===== src/rtl/demux1x4_buf_pkg.sv =====
// Shared lane constants, lane-buffer state encoding and a saturating counter helper.
// Latency: n/a (declarations only).
// Backpressure: n/a.
package demux1x4_buf_pkg;

    localparam int LANES  = 4;
    localparam int SEL_W  = 2;
    localparam int STAT_W = 8;

    typedef enum logic [1:0] {
        EMPTY = 2'd0,
        ONE   = 2'd1,
        FULL  = 2'd2
    } lane_state_t;

    // Increment that sticks at all-ones instead of wrapping.
    function automatic logic [STAT_W-1:0] sat_inc(input logic [STAT_W-1:0] v);
        return (v == {STAT_W{1'b1}}) ? v : v + STAT_W'(1);
    endfunction

endpackage


===== src/rtl/demux1x4_buf_lane_fifo2.sv =====
// Two-entry lane buffer: head register plus one tail slot, tracked by an EMPTY/ONE/FULL FSM.
// Latency: a push is visible on head the cycle after it is accepted.
// Backpressure: full blocks further pushes; the head holds its last value once emptied.
module lane_fifo2
    import demux1x4_buf_pkg::*;
#(
    parameter int W = 3
) (
    input  logic         clk,
    input  logic         rst,
    input  logic         push,
    input  logic         pop,
    input  logic [W-1:0] push_data,
    output logic         full,
    output logic         empty,
    output logic [W-1:0] head
);

    lane_state_t  state_q, state_d;
    logic [W-1:0] head_q, head_d;
    logic [W-1:0] tail_q, tail_d;
    logic         push_ok, pop_ok;

    // Next occupancy state and data movement; pushes into FULL and pops from EMPTY are ignored.
    always_comb begin
        state_d = state_q;
        head_d  = head_q;
        tail_d  = tail_q;
        push_ok = push && (state_q != FULL);
        pop_ok  = pop && (state_q != EMPTY);
        case (state_q)
            EMPTY: begin
                if (push_ok) begin
                    state_d = ONE;
                    head_d  = push_data;
                end
            end
            ONE: begin
                if (push_ok && pop_ok) begin
                    head_d = push_data;
                end else if (push_ok) begin
                    state_d = FULL;
                    tail_d  = push_data;
                end else if (pop_ok) begin
                    // head keeps the popped word so an idle lane shows its last value
                    state_d = EMPTY;
                end
            end
            FULL: begin
                if (pop_ok) begin
                    state_d = ONE;
                    head_d  = tail_q;
                end
            end
            default: begin
                state_d = EMPTY;
            end
        endcase
    end

    // State and storage registers; reset discards anything buffered.
    always_ff @(posedge clk) begin
        if (rst) begin
            state_q <= EMPTY;
            head_q  <= '0;
            tail_q  <= '0;
        end else begin
            state_q <= state_d;
            head_q  <= head_d;
            tail_q  <= tail_d;
        end
    end

    assign full  = (state_q == FULL);
    assign empty = (state_q == EMPTY);
    assign head  = head_q;

endmodule


===== src/rtl/demux1x4_buf.sv =====
// 1:4 demux of one valid/ready stream into four independently drained 2-deep lanes (optional DEMUX_STATS_EN per-lane counters).
// Latency: 1 cycle from accept to the word appearing on its lane.
// Backpressure: in_ready = target lane not full; a stalled word (and the RR pointer) waits, no skip-ahead.
module demux1x4_buf
    import demux1x4_buf_pkg::*;
#(
    parameter int W       = 3,
    parameter int RR_MODE = 0
) (
    input  logic                    clk,
    input  logic                    rst,
    input  logic [W-1:0]            in_data,
    input  logic [SEL_W-1:0]        in_sel,
    input  logic                    in_valid,
    output logic                    in_ready,
    output logic [LANES*W-1:0]      out_data,
    output logic [LANES-1:0]        out_valid,
    input  logic [LANES-1:0]        out_ready,
    output logic [SEL_W-1:0]        cur_lane
`ifdef DEMUX_STATS_EN
    ,
    output logic [LANES*STAT_W-1:0] stat_cnt
`endif
);

    logic [SEL_W-1:0] rr_ptr_q, rr_ptr_d;
    logic [SEL_W-1:0] tgt;
    logic [LANES-1:0] lane_full, lane_empty;
    logic [LANES-1:0] push, pop;
    logic             accept;

    // Pick the target lane, gate readiness on that lane alone, and steer the push.
    always_comb begin
        tgt      = (RR_MODE != 0) ? rr_ptr_q : in_sel;
        cur_lane = tgt;
        in_ready = !lane_full[tgt];
        accept   = in_valid && in_ready;
        push     = '0;
        if (accept) begin
            push[tgt] = 1'b1;
        end
        pop      = out_valid & out_ready;
        rr_ptr_d = accept ? rr_ptr_q + SEL_W'(1) : rr_ptr_q;
    end

    // Round-robin pointer moves only on an accepted word.
    always_ff @(posedge clk) begin
        if (rst) begin
            rr_ptr_q <= '0;
        end else begin
            rr_ptr_q <= rr_ptr_d;
        end
    end

    assign out_valid = ~lane_empty;

    for (genvar k = 0; k < LANES; k++) begin : g_lane
        lane_fifo2 #(
            .W(W)
        ) u_lane (
            .clk      (clk),
            .rst      (rst),
            .push     (push[k]),
            .pop      (pop[k]),
            .push_data(in_data),
            .full     (lane_full[k]),
            .empty    (lane_empty[k]),
            .head     (out_data[k*W +: W])
        );
    end

`ifdef DEMUX_STATS_EN
    logic [STAT_W-1:0] cnt_q [LANES];

    // Per-lane accepted-word counters, saturating at all-ones.
    always_ff @(posedge clk) begin
        for (int k = 0; k < LANES; k++) begin
            if (rst) begin
                cnt_q[k] <= '0;
            end else if (push[k]) begin
                cnt_q[k] <= sat_inc(cnt_q[k]);
            end
        end
    end

    // Pack the counters onto the flat output bus, lane k at [k*STAT_W +: STAT_W].
    always_comb begin
        stat_cnt = '0;
        for (int k = 0; k < LANES; k++) begin
            stat_cnt[k*STAT_W +: STAT_W] = cnt_q[k];
        end
    end
`endif

endmodule


===== config.mk =====
export PLATFORM = sky130hd
export DESIGN_NAME = demux1x4_buf
export DESIGN_NICKNAME = d
export VERILOG_FILES = /design/src/rtl/demux1x4_buf_pkg.sv /design/src/rtl/demux1x4_buf_lane_fifo2.sv /design/src/rtl/demux1x4_buf.sv
export SDC_FILE = /design/constraint.sdc
export NUM_CORES = 1
export LEC_CHECK = 0
export CELL_PAD_IN_SITES_DETAIL_PLACEMENT = 0
export CELL_PAD_IN_SITES_GLOBAL_PLACEMENT = 2
export CORE_MARGIN = 2
export CORE_UTILIZATION = 32
export DETAILED_ROUTE_END_ITERATION = 7
export PLACE_DENSITY = 0.8
export SLEW_MARGIN = 20
export SYNTH_ARGS = -nofsm -noshare
export SYNTH_HDL_FRONTEND = slang
export SYNTH_HIERARCHICAL = 1
export SYNTH_SLANG_ARGS = --single-unit
export TNS_END_PERCENT = 100

===== constraint.sdc =====
create_clock -name clk -period 2.1 [get_ports clk]
set_input_delay 0.42 -clock clk [delete_from_list [all_inputs] [get_ports clk]]
set_output_delay 0.42 -clock clk [all_outputs]
set_load 0.02 [all_outputs]

# Yosys cells after proc, flatten, opt, wreduce, memory -nomap -nowiden
# Index checks and enable logic that the tools add are counted.
[classes] order_cmp=2 n_eq_ne=32 muxes=45 n_bitwise=6 n_reduce_logical=39
[ops] operator="2-bit two-way mux" count=20
[ops] operator="3-bit two-way mux" count=12
[ops] operator="3-bit one-hot mux with 3 select lines" count=4
[ops] operator="2-bit != test (second input constant)" count=16
[ops] operator="4-bit AND reduction" count=8
[ops] operator="2-bit one-hot mux with 3 select lines" count=4
[ops] operator="1-bit logical AND" count=14
[ops] operator="3-bit by 1-bit != test with 1-bit output (second input constant)" count=4
[ops] operator="3-bit AND reduction" count=4
[ops] operator="3-bit nonzero test" count=4
[ops] operator="2-bit by 1-bit equality test with 1-bit output (second input constant)" count=4
[ops] operator="2-bit equality test (second input constant)" count=4
[ops] operator="2-bit zero test" count=4
[ops] operator="2-bit by 1-bit != test with 1-bit output (second input constant)" count=4
[ops] operator="2-bit nonzero test" count=4
[ops] operator="4-bit AND" count=1
[ops] operator="4-bit two-way mux" count=1
[ops] operator="1-bit NOT" count=4
[ops] operator="4-bit NOT" count=1
[ops] operator="2-bit by 3-bit < comparator with 1-bit output (second input constant)" count=1
[ops] operator="1-bit binary-select mux with 2-bit select" count=1
[ops] operator="1-bit demux with 2-bit select" count=1
[ops] operator="2-bit by 1-bit greater-or-equal comparator with 1-bit output (second input constant)" count=1
[ops] operator="1-bit two-way mux" count=2
[ops] operator="1-bit zero test" count=1
[word_totals] register_bits=32 in_bits=12

# Logic depth before layout (Yosys ltp)
[depth] ltp_word=10 mapped_depth=7 ltp_nobuf=6

# Modules after synthesis
# The synthesis kept the hierarchy.
[modules_own_cells] module="lane_fifo2" instances=4 cells_per_inst=41 area_per_inst_um2=395.4 seq_area_each_um2=160.2
[modules_own_cells] module="demux1x4_buf" instances=1 cells_per_inst=17 area_per_inst_um2=116.4 seq_area_each_um2=0.0

# Worst setup path before layout
# Ideal clock, no wire load.
[synth_timing] path_type="reg-to-reg" startpoint="register g_lane[0].u_lane.state_q[0]" endpoint="register g_lane[0].u_lane.tail_q[0]" arrival_ns=1.585 required_time_ns=1.976 path_slack_ns=0.390 path_stages_with_launch=8 path_buffers=1 period_less_slack_ns=1.710 path_cell_list="dfxtp_1 > nand2b_1 > buf_4 > inv_1 > nor4b_1 > and4bb_1 > mux2i_1 > nor2_1"
[synth_via] elab_chain_cells=10
[synth_rtl] element="from (decl)" line="demux1x4_buf_lane_fifo2.sv:19" text="lane_state_t state_q, state_d;"
[synth_rtl] element="from (signal assigned)" line="demux1x4_buf_lane_fifo2.sv:68" text="state_q <= state_d;"
[synth_rtl] element="2-bit equality test *" line="demux1x4_buf_lane_fifo2.sv:74" text="assign full = (state_q == FULL);"
[synth_rtl] element="named net lane_full[0]" line="demux1x4_buf.sv:28" text="logic [LANES-1:0] lane_full, lane_empty;"
[synth_rtl] element="1-bit binary-select mux with 2-bit select *" line="demux1x4_buf.sv:36" text="in_ready = !lane_full[tgt];"
[synth_rtl] element="1-bit two-way mux (not written as such) *" line="demux1x4_buf.sv:36"
[synth_rtl] element="1-bit zero test *" line="demux1x4_buf.sv:36"
[synth_rtl] element="1-bit logical AND *" line="demux1x4_buf.sv:37" text="accept = in_valid && in_ready;"
[synth_rtl] element="4-bit two-way mux *" line="demux1x4_buf.sv:39" text="if (accept) begin"
[synth_rtl] element="named net push[0]" line="demux1x4_buf.sv:29" text="logic [LANES-1:0] push, pop;"
[synth_rtl] element="1-bit logical AND *" line="demux1x4_buf_lane_fifo2.sv:29" text="push_ok = push && (state_q != FULL);"
[synth_rtl] element="1-bit logical AND" line="demux1x4_buf_lane_fifo2.sv:39" text="if (push_ok && pop_ok) begin"
[synth_rtl] element="1-bit NOT (no source line)"
[synth_rtl] element="3-bit AND reduction (no source line) *"
[synth_rtl] element="to (signal assigned)" line="demux1x4_buf_lane_fifo2.sv:70" text="tail_q <= tail_d;"
[synth_rtl] element="to (decl)" line="demux1x4_buf_lane_fifo2.sv:21" text="logic [W-1:0] tail_q, tail_d;"
# Mark *: on every way through the listed nets, which the timed path passes. The rest lies on a longest branch. The select of a mux whose other input is x is not followed.
# A chain may end at the register's enable or synchronous reset.

# Final worst setup path
[layout_timing] startpoint="input port in_sel[1]" endpoint="register g_lane[1].u_lane.tail_q[1]"
[layout_via] elab_chain_cells=9
[layout_rtl] element="from (decl)" line="demux1x4_buf.sv:13" text="input logic [SEL_W-1:0] in_sel,"
[layout_rtl] element="2-bit by 3-bit < comparator with 1-bit output (not written as such) (tied with other cells)" line="demux1x4_buf.sv:40" text="push[tgt] = 1'b1;"
[layout_rtl] element="1-bit logical AND (not written as such) / 1-bit two-way mux (equally long branches)" line="demux1x4_buf.sv:40, demux1x4_buf.sv:36"
[layout_rtl] element="1-bit two-way mux (not written as such) / 1-bit zero test (equally long branches)" line="demux1x4_buf.sv:40, demux1x4_buf.sv:36"
[layout_rtl] element="1-bit demux with 2-bit select / 1-bit logical AND (equally long branches)" line="demux1x4_buf.sv:40, demux1x4_buf.sv:37"
[layout_rtl] element="4-bit two-way mux *" line="demux1x4_buf.sv:39"
[layout_rtl] element="named net push[1]" line="demux1x4_buf.sv:29"
[layout_rtl] element="1-bit logical AND *" line="demux1x4_buf_lane_fifo2.sv:29"
[layout_rtl] element="1-bit logical AND" line="demux1x4_buf_lane_fifo2.sv:39"
[layout_rtl] element="1-bit NOT (no source line)"
[layout_rtl] element="3-bit AND reduction (no source line) *"
[layout_rtl] element="to (signal assigned)" line="demux1x4_buf_lane_fifo2.sv:70"
[layout_rtl] element="to (decl)" line="demux1x4_buf_lane_fifo2.sv:21"
# Marks and branches as above.

==> results.tsv <==
metric	value	unit
Vias	1502	
Synth warnings	6	
worst-case clock buffer depth	2	
number of top-level pins	31	
drt drc	0	
Buffers & Inverters on Critical Path	3	
layout cells sized above 1	0.167	
Final Cycle Share	0.932	
final setup margin	0.143	ns
Layout area overhead	36.0	%
nets	246	
first-pass detailed-route iteration total	4	
Max Slew Vio Count	0	
grt total ovfl	0	
Placer Congestion	0.752	
delay-heaviest family, CP	buffers and inverters	
Crit Path Class	in2reg	
peak supply drop	0.289	mV
footprint of the multi-input gates	970	µm²
pwr dens	568	nW/µm²
wire length on met2	2.13	mm
worst skew pair latency	0.28	ns
synthesized area	1700	µm²
Final Cell Area	2310	µm²
Crit. End Element	flip-flop	
Die Y	76.8	µm
initial core utilization	0.332	
static leakage	1.04	nW
Fin. Hold Viols	0	
initial antenna violation count	0	
commonest non-fill, non-tap cell in the layout	dfxtp_1	
# setup viols final	0	
wire length on met1	1.78	mm
Cell variety after synth	23	
dominant synthesized flop cell	dfxtp_1	
vias in the first global route	1573	
Filler cells	520	
Routed Wire Length	4.07	mm
max_slew headroom	0.750	
largest net degree at the start of global routing	33	
Post-synth EDFFs	0	
maximum clock rate	511	MHz
Initial DRC Count	39	
clk_skew	0.00305	ns
register area share after synthesis	0.377	
CTS buffer count	5	
maxcap violations	0	
clock root buffer	clkbuf_8	
outcome	finished clean	
placed instance area	2220	µm²
syn_area_per_cell	9.38	µm²
register cell area after layout	641	µm²
H-tree depth	2	
CTS tree	built	
Worst path max stage delay	0.43	ns
DRT antenna net count	0	
RSZ-0062 raised after global routing	false	
Antenna Cells	0	
die area	5900	µm²
CP max stage cell	clkdlybuf4s50_1	
routed length on met3	145	µm
CP arrival	2.11	ns
Cells after Synth	181	
first-pass GRT wire length	6.87	mm
vias per std cell	4.94	
Final min period	1.96	ns
Site Rows	26	
top routing layer used	met4	
DR WL/cell	13.4	µm
dpl ws	-0.442	ns
critical path data required time	2.26	ns
Post-CTS Repair Setup Buffers	0	
#FFs+latches synth	32	
crit path launch type	input port	
Slew @ Worst Pin	0.374	ns
synthesized net count	193	
cell seen most often among critical-path stages	buf_4	
min-delay worst type	reg2reg	
Worst-path clk slew	0.06	ns
Tot GR Track Use	0.145	
post-layout util	0.452	
most frequent cells in the layout	dfxtp_1, buf_4, clkdlybuf4s50_1, mux2i_1, a211oi_1	
Core Box Area	5110	µm²
hpwl dp	3.07	mm
die width	76.8	µm
CTS Sinks	32	
CP max FO	4	
port buffer count	30	
Critical Path, Cell by Cell	clkdlybuf4s50_1 > buf_4 > nor4bb_1 > buf_4 > and4bb_1 > mux2i_1 > nor2_1	
asr flop ratio synth	0	
registers in the layout (all words and copies together), names as in the netlist:
| name | flops |
|---|---|
| g_lane.u_lane/head | 12 |
| g_lane.u_lane/tail_q | 12 |
| g_lane.u_lane/state_q | 8 |
cell type report:
cell class	instances	area share
inverter	9	0.0146
sequential	32	0.277
multi-input combinational	130	0.420
tap	70	0.0379
clock buffer	6	0.0314
clock inverter	1	0.00217
timing repair buffer	56	0.217
path summary, 6_finish.rpt:
path	slack (ns)	to	startpoint	cells after the start
hold reg to reg	0.50	g_lane[3].u_lane/tail_q[1]	g_lane[3].u_lane/tail_q[1]	2
setup / recovery	0.14	g_lane[1].u_lane/tail_q[1]	in_sel[1]	7
setup reg to reg	0.37	g_lane[1].u_lane/tail_q[1]	g_lane[1].u_lane/state_q[0]	7
hold / removal	0.50	g_lane[3].u_lane/tail_q[1]	g_lane[3].u_lane/tail_q[1]	2
where the power goes:
group          internal [mW]  switching (mW)  leakage [nW]
Combinational          0.122           0.115         0.744
Sequential             0.628          0.0105         0.260
Clock                  0.225           0.213        0.0410
Yosys cell counts (5+ instances only):
master,number,area (µm²)
a211oi_1,24,180
a21o_1,8,60.1
buf_4,6,45.0
dfxtp_1,32,641
inv_1,9,33.8
mux2i_1,24,240
nand2_1,5,18.8
nand2b_1,8,50.1
nor2_1,20,75.1
nor2b_1,8,50.1
worst reg2reg max path: stages (launching register included):
cell and delay, ns:
dfxtp_1 0.33, nand2b_1 0.13, inv_1 0.06, nor4bb_1 0.30, buf_4 0.19, and4bb_1 0.31
mux2i_1 0.23, nor2_1 0.06
per-stage QoR:
| stage | hold WS, ns | instances | total power [mW] | setup TNS [ns] |
|---|---|---|---|---|
| 2_1_floorplan | 0.460 | 181 | 0.774 | 0 |
| 3_3_place_gp | 0.473 | 297 | 0.882 | -2.50 |
| 3_5_place_dp | 0.484 | 297 | 0.891 | -2.98 |
| 4_1_cts | 0.503 | 304 | 1.34 | 0 |
| 5_1_grt | 0.543 | 304 | 1.39 | 0 |
| 6_report | 0.501 | 304 | 1.31 | 0 |
per-layer routing:
metal,track usage,up-vias
li1,-,754
met1,0.160,721
met2,0.257,25
met3,0.0471,2
met4,0.0582,0
met5,0,-
cells by family (layout without fill, tap and decap cells):
group / after synthesis / count (layout) / share of synthesized area
simple gates: 61 / 61 / 0.218
compound gates: 44 / 44 / 0.195
flops: 32 / 32 / 0.377
mux: 25 / 25 / 0.155
buf+inv: 19 / 72 / 0.0553
timing repair:
| action | CTS | global route |
|---|---|---|
| endpoints found under the setup margin | 1 | 7 |
| hold buffers | 0 | 0 |
| hold endpoints to repair | 0 | 0 |
| resized for setup | 4 | 5 |
No activity file was read; power rests on OpenSTA's default activity.
